File: src/rtl/life_grid_engine.sv
// Cellular automaton engine: ROWS x COLS grid advancing one generation per qualified tick,
// with selectable edge mode, birth/survival masks, run/idle/halt control and still-life detection.
module life_grid_engine #(
   parameter int ROWS  = 8,
   parameter int COLS  = 8,
   parameter int GEN_W = 16,
   parameter int WRAP  = 0
) (
   input  logic                 clk,
   input  logic                 rst,
   input  logic                 ena,
   input  logic                 start,
   input  logic                 stop,
   input  logic                 single,
   input  logic                 load,
   input  logic [ROWS*COLS-1:0] load_pattern,
   input  logic [8:0]           birth_mask,
   input  logic [8:0]           survive_mask,
   input  logic                 halt_on_still,
   output logic [ROWS*COLS-1:0] cells,
   output logic [GEN_W-1:0]     generation,
   output logic [1:0]           state,
   output logic                 stable,
   output logic                 extinct,
   output logic                 gen_overflow,
   output logic                 advanced
);

   localparam int N = ROWS * COLS;

   typedef enum logic [1:0] {
      IDLE   = 2'd0,
      RUN    = 2'd1,
      HALTED = 2'd2
   } state_t;

   state_t         state_q;
   state_t         state_d;
   logic           adv;
   logic [N-1:0]   next_cells;

   if (ROWS < 3 || COLS < 3) begin : g_bad_size
      $error("life_grid_engine: ROWS and COLS must both be at least 3");
   end

   // Neighbour taps are resolved at elaboration: out-of-grid taps become constant 0 unless wrapping.
   for (genvar r = 0; r < ROWS; r++) begin : g_row
      for (genvar c = 0; c < COLS; c++) begin : g_col
         logic [8:0] nb;
         logic [3:0] n;
         for (genvar k = 0; k < 9; k++) begin : g_nb
            localparam int DR = k / 3 - 1;
            localparam int DC = k % 3 - 1;
            localparam int RR = (WRAP != 0) ? (r + DR + ROWS) % ROWS : r + DR;
            localparam int CC = (WRAP != 0) ? (c + DC + COLS) % COLS : c + DC;
            if (k == 4 || RR < 0 || RR >= ROWS || CC < 0 || CC >= COLS) begin : g_dead
               assign nb[k] = 1'b0;
            end else begin : g_tap
               assign nb[k] = cells[RR*COLS+CC];
            end
         end
         assign n = {3'd0, nb[0]} + {3'd0, nb[1]} + {3'd0, nb[2]}
                  + {3'd0, nb[3]} + {3'd0, nb[4]} + {3'd0, nb[5]}
                  + {3'd0, nb[6]} + {3'd0, nb[7]} + {3'd0, nb[8]};
         assign next_cells[r*COLS+c] = cells[r*COLS+c] ? survive_mask[n] : birth_mask[n];
      end
   end

   always_ff @(posedge clk) begin
      if (rst) state_q <= IDLE;
      else     state_q <= state_d;
   end

   // Priority load > stop > start > advance; start in RUN falls through so ena still advances.
   always_comb begin
      state_d = state_q;
      adv     = 1'b0;
      if (load || stop) begin
         state_d = IDLE;
      end else if (start && state_q != RUN) begin
         state_d = RUN;
      end else begin
         adv = (state_q == RUN && ena) || (state_q == IDLE && single);
         if (adv && state_q == RUN && halt_on_still &&
             (next_cells == cells || next_cells == '0))
            state_d = HALTED;
      end
   end

   always_ff @(posedge clk) begin
      if (rst) begin
         cells        <= '0;
         generation   <= '0;
         stable       <= 1'b0;
         gen_overflow <= 1'b0;
         advanced     <= 1'b0;
      end else begin
         advanced <= adv;
         if (load) begin
            cells        <= load_pattern;
            generation   <= '0;
            stable       <= 1'b0;
            gen_overflow <= 1'b0;
         end else if (adv) begin
            cells      <= next_cells;
            generation <= generation + 1'b1;
            stable     <= (next_cells == cells);
            if (&generation) gen_overflow <= 1'b1;
         end
      end
   end

   assign state   = state_q;
   assign extinct = ~|cells;

endmodule

File: config.mk
export PLATFORM = sky130hd
export DESIGN_NAME = life_grid_engine
export DESIGN_NICKNAME = d
export VERILOG_FILES = /design/src/rtl/life_grid_engine.sv
export SDC_FILE = /design/constraint.sdc
export NUM_CORES = 1
export LEC_CHECK = 0
export ABC_AREA = 1
export BUFFER_PORTS_ARGS = -buffer_cell sky130_fd_sc_hd__buf_2
export CORE_MARGIN = 5
export CORE_UTILIZATION = 40
export CTS_BUF_LIST = sky130_fd_sc_hd__clkbuf_4 sky130_fd_sc_hd__clkbuf_8
export CTS_CLUSTER_DIAMETER = 200
export DETAILED_ROUTE_END_ITERATION = 6
export MAX_ROUTING_LAYER = met4
export PLACE_DENSITY_LB_ADDON = 0.1
export REMOVE_ABC_BUFFERS = 1
export SYNTH_ARGS = -nofsm -noshare
export SYNTH_HDL_FRONTEND = slang
export SYNTH_SLANG_ARGS = --single-unit
File: constraint.sdc
create_clock -name clk -period 5.9 [get_ports clk]
set_input_delay 0.59 -clock clk [delete_from_list [all_inputs] [get_ports clk]]
set_output_delay 0.59 -clock clk [all_outputs]
set_load 0.01 [all_outputs]
; After elaboration in Yosys (flattened, before gate mapping)
; Cells that the tools add are included.
[word_totals]
output_inout_bits = 86
word_cells = 769
register_bits = 85
[classes]
muxes = 326
n_lt_le_gt_ge = 64
n_reduce_logical = 19
eq_ne = 3
addsub = 350
[ops]
columns = op, count
row1 = $add 4x1->4, 181
row2 = $bmux 1 s4, 128
row3 = $lt 4x5->1 const B, 61
row4 = $add 3x1->4, 54
row5 = $mux 1, 196
row6 = $add 2x1->3, 57
row7 = $mux 64, 2
row8 = $add 1x1->2, 57
row9 = $eq 64x64->1, 1
row10 = $logic_not 64->1, 1
row11 = $reduce_or 64->1, 1
row12 = $reduce_and 17->1, 1
row13 = $add 16x1->16 const B, 1
row14 = $lt 3x5->1 const B, 3
row15 = $logic_and 1x1->1, 6
row16 = $reduce_bool 2->1, 2
row17 = $reduce_or 2->1, 2
row18 = $logic_or 1x1->1, 3
row19 = $reduce_or 3->1, 1
row20 = $eq 2x1->1 const B, 1
row21 = $logic_not 2->1, 1
row22 = $ne 2x1->1 const B, 1
row23 = $logic_not 1->1, 1

; Depth between registers and ports, before layout
[depth]
depth_word = 15
depth_mapped = 25
mapped_depth_nobuf = 25

; Worst setup path after synthesis
; No wires, ideal clock.
[synth_timing]
kind = register to register
from = register cells[36]
to = register state_q[0] (netlist: state[0])
path_buffers = 1
setup_ns = 0.118
synth_period_minus_slack_ns = 4.298
slack_ns = 1.602
arrival_time_ns = 4.181
required_ns = 5.782
stages_incl_launch_ff = 26
path_cell_list = dfxtp_1 > inv_1 > fa_1 > fa_1 > fa_1 > inv_1 > ha_1 > fa_1 > clkbuf_1 > inv_1 > a21oi_1 > o21ai_0 > nand3_1 > nand2_1 > nand2_1 > nand3_1 > nand2_1 > nand2_1 > nor2_1 > nand2_1 > nor2_1 > nand3_1 > nand2_1 > nand2_1 > nand2_1 > a21oi_1
[synth_between]
elab_chain_cells = 14
elab_cells_between_ends = 81
cone_classes = add/sub: 35 / eq/ne: 1 / mux: 41 / reduce/logical: 4
[synth_lines]
columns = element, line
row1 = start: declaration, 20  ; output logic [ROWS*COLS-1:0] cells,
row2 = start signal: assignment, 100  ; cells <= load_pattern;
row3 = start signal: assignment, 105  ; cells <= next_cells;
row4 = $add 1x1->2, 62  ; assign n = {3'd0, nb[0]} + {3'd0, nb[1]} + {3'd0, nb[2]}
row5 = $add 2x1->3, 62
row6 = $add 3x1->4, 63  ; + {3'd0, nb[3]} + {3'd0, nb[4]} + {3'd0, nb[5]}
row7 = $add 4x1->4, 63
row8 = $add 4x1->4 (3 in a row), 64  ; + {3'd0, nb[6]} + {3'd0, nb[7]} + {3'd0, nb[8]};
row9 = $bmux 1 s4, 65  ; assign next_cells[r*COLS+c] = cells[r*COLS+c] ? survive_mask[n] : birth_mask[n];
row10 = $mux 1 (not written as such), 65
row11 = $mux 1, 65
row12 = $eq 64x64->1 or $logic_not 64->1 (tied branches), 85  ; (next_cells == cells || next_cells == '0))
row13 = $logic_or 1x1->1 (*), 85
row14 = $logic_and 1x1->1 (*), 84  ; if (adv && state_q == RUN && halt_on_still &&
row15 = $reduce_bool 2->1 (no source line) (*), --
row16 = end signal: assignment, 71  ; else state_q <= state_d;
row17 = end: declaration, 37  ; state_t state_q;
; Mark *: on every way between the ends. The rest lies on a longest branch, timed or not. The select of a mux whose other input is x is not followed.
; A chain may end at the register's enable or synchronous reset.

; Worst setup path in the final report
[layout_timing]
from = register cells[45]
to = register state_q[0] (netlist: state[0])
; Same word-level chain as after synthesis.

==> flow_summary.json <==
{
  "status": "finished, violations left",
  "violations": "design-rule violations",
  "area_delta_synth_final_pct": 7.67,
  "peakVddDrop_mv": 0.145,
  "yosysTopAreaCell": "nand2_1",
  "io_pins": 176,
  "timing.fmax_mhz": 188,
  "yosys_warnings": 0,
  "critPathKind": "flop to flop",
  "grt_pass1_vias": 25406,
  "critPathSlowestCell": "fa_1",
  "max-cap-violations": 0,
  "clkSinkCount": 85,
  "final_nets": 4537,
  "cts_buffers": 9,
  "synthesis.area_um2": 23500,
  "grt_pass1_wl_um": 165000,
  "fp.coreArea_um2": 58700,
  "critPathLaunch": "cells[45]",
  "cts-root-buf": "clkbuf_8",
  "synth_edf_count": 0,
  "critPathTopFamily": "adder cells",
  "powerDensity_nw_per_um2": 325,
  "gr-usage-all-layers_pct": 35.2,
  "rsz0062_at_grt": "false",
  "grtUsageMet2_pct": 53.5,
  "max_stage_delay_ps": 550,
  "clock_latency_ps": 510,
  "wl_um": 113000,
  "fin_cells": 4868,
  "cts_buffer_depth": 2,
  "htreeDepth": 3,
  "portBuffers": 175,
  "synth-seq-area-share_pct": 7.23,
  "fillers": 6530,
  "syn_area_per_cell_um2": 5.87,
  "timing.critical_path.buf_inv": 3,
  "hold_slack_ps": 326,
  "r2r-start": "cells[45]",
  "post-route-cell-area_um2": 25400,
  "drive_above_1_share_pct": 7.65,
  "crit_top_cell": "nand2_1",
  "p_leak_nw": 13.2,
  "drt_iter0_markers": 3322,
  "drc": 2,
  "ys_seq_elements": 85,
  "dp.cells": 4850,
  "critPathCaptureType": "flop",
  "vias_per_cell": 5.70,
  "grt_antenna_before_repair": 2,
  "period_needed_ps": 5310,
  "synth.area.top_cells": "nand2_1, nand3_1, fa_1",
  "num_rows": 89,
  "path_clk_slew_ps": 160,
  "path_max_fanout": 10,
  "clock_skew_ps": 36.3,
  "slew_violations": 0,
  "ys_types": 37,
  "firstDrtPassIters": 7,
  "yosysTopAreaCellShare_pct": 20.5,
  "async_flop_share_pct": 0,
  "gp_congestion": 0.995,
  "start_util_pct": 40.1,
  "cp.arrival_ps": 5690,
  "tritoncts": "done",
  "min_from": "load_pattern[12]",
  "cp.required_ps": 6280,
  "use_met1_pct": 46.9,
  "chipWidth_um": 253,
  "tightest_slew_ps": 1220,
  "grt_remaining_overflow": 0,
  "dp_hpwl_um": 80000,
  "cp_cell_sequence": "inv_1 > fa_1 > fa_1 > fa_1 > inv_1 > ha_1 > fa_1 > xnor2_1 > inv_1 > nand3_1 > nand3_1 > nand2_1 > nand3_1 > nor2_1 > nand2_1 > nor2_1 > nand2_1 > nor2_1 > nand2_1 > nand2_1 > nand2_1 > nand2_1 > a21oi_1",
  "post-cts-setup-buffers": 0,
  "fin_crit_sh_pct": 90.1,
  "avgRoutedWirePerCell_um": 23.3,
  "cts_hold_buf": 0,
  "worst_setup_path_start_kind": "flop",
  "die_y_um": 253,
  "post_dp_cell_area_um2": 25100,
  "multi_input_area_um2": 18700,
  "hold_viol_final": 0,
  "synthFlopType": "dfxtp_1",
  "post_cts_resize_count": 0,
  "num_vias": 27732,
  "synth.top_cells.by_count": "nand2_1, nand3_1, inv_1",
  "ant_nets": 0,
  "grt_use_met3_pct": 5.03,
  "grt.busiest_layer": "met2",
  "netlist_instances": 4011,
  "relSlewSlack_pct": 18.4,
  "hold_path_class": "primary input to flop",
  "setup_viol": 0,
  "yosysMostFrequentCell": "nand2_1",
  "grt_max_degree": 68,
  "regArea_um2": 1700,
  "setup_tns_ps": 0,
  "design.die.area_um2": 63800
}
-- final cells by class --
class                      count  area share [%]
multi-input combinational   3147            73.8
inverter                     571            8.46
sequential                    85            6.71
timing repair buffer         274            6.41
tap                          773            3.81
clock buffer                   9           0.489
clock inverter                 7           0.340
antenna                        2          0.0197
-- worst register-to-register path, cell delays in order, from the launching register on --
cell,delay (ps)
dfxtp_1,390
inv_1,520
fa_1,550
fa_1,470
fa_1,500
inv_1,40
ha_1,200
fa_1,380
xnor2_1,400
inv_1,120
nand3_1,80
nand3_1,70
nand2_1,130
nand3_1,120
nor2_1,170
nand2_1,70
nor2_1,290
nand2_1,90
nor2_1,90
nand2_1,140
nand2_1,170
nand2_1,90
nand2_1,70
a21oi_1,50
-- per-layer routing --
metal  wire length, µm  vias to the layer above
li1                  -                    13096
met1             46100                    12851
met2             49900                     1507
met3             11700                      278
met4              5520                        0
met5                 0                        -
-- registers in the layout (all words and copies together), names as in the netlist --
name / flops
state: 2
cells: 64
stable: 1
advanced: 1
generation: 16
gen_overflow: 1
-- cells by family (layout without fill, tap and decap cells) --
group	count (synthesis)	in the layout	synth area share (%)
fa+ha+maj	359	359	25.3
compound gates	342	342	8.05
buf+inv	779	861	13.4
simple gates	2389	2389	43.9
xor+xnor	57	57	2.12
other cells	0	2	0
flops	85	85	7.23
-- metrics by stage --
step	worst slack (ps)	util (%)	total power [W]
final	587	43.2	0.00824
after CTS	666	43.2	0.00809
after detailed placement	721	42.8	0.00750
after global routing	351	43.2	0.00910
after floorplan	1660	-	0.00568
after global placement	699	42.8	0.00753
-- power breakdown --
group,leakage (nW),switching [W],internal (W)
Clock,0.105,0.000363,0.000206
Sequential,0.698,0.0000599,0.000610
Combinational,12.4,0.00466,0.00234
-- final timing paths --
kind | endpoint | slack (ps) | depth (start not counted)
worst max-delay path | state[0] | 590 | 23
worst min-delay path | cells[12] | 330 | 3
worst max register to register | state[0] | 590 | 23
worst min register to register | gen_overflow | 460 | 2
-- cells in the final DEF (no fill, tap or decap), types with 101 or more instances in the layout --
| cell | instances |
|---|---|
| buf_4 | 101 |
| fa_1 | 196 |
| nand2_1 | 1286 |
| a21oi_1 | 123 |
| o21ai_0 | 108 |
| buf_2 | 173 |
| nor2_1 | 138 |
| nand3_1 | 863 |
| ha_1 | 163 |
| inv_1 | 559 |
No activity file was read; power rests on OpenSTA's default activity.
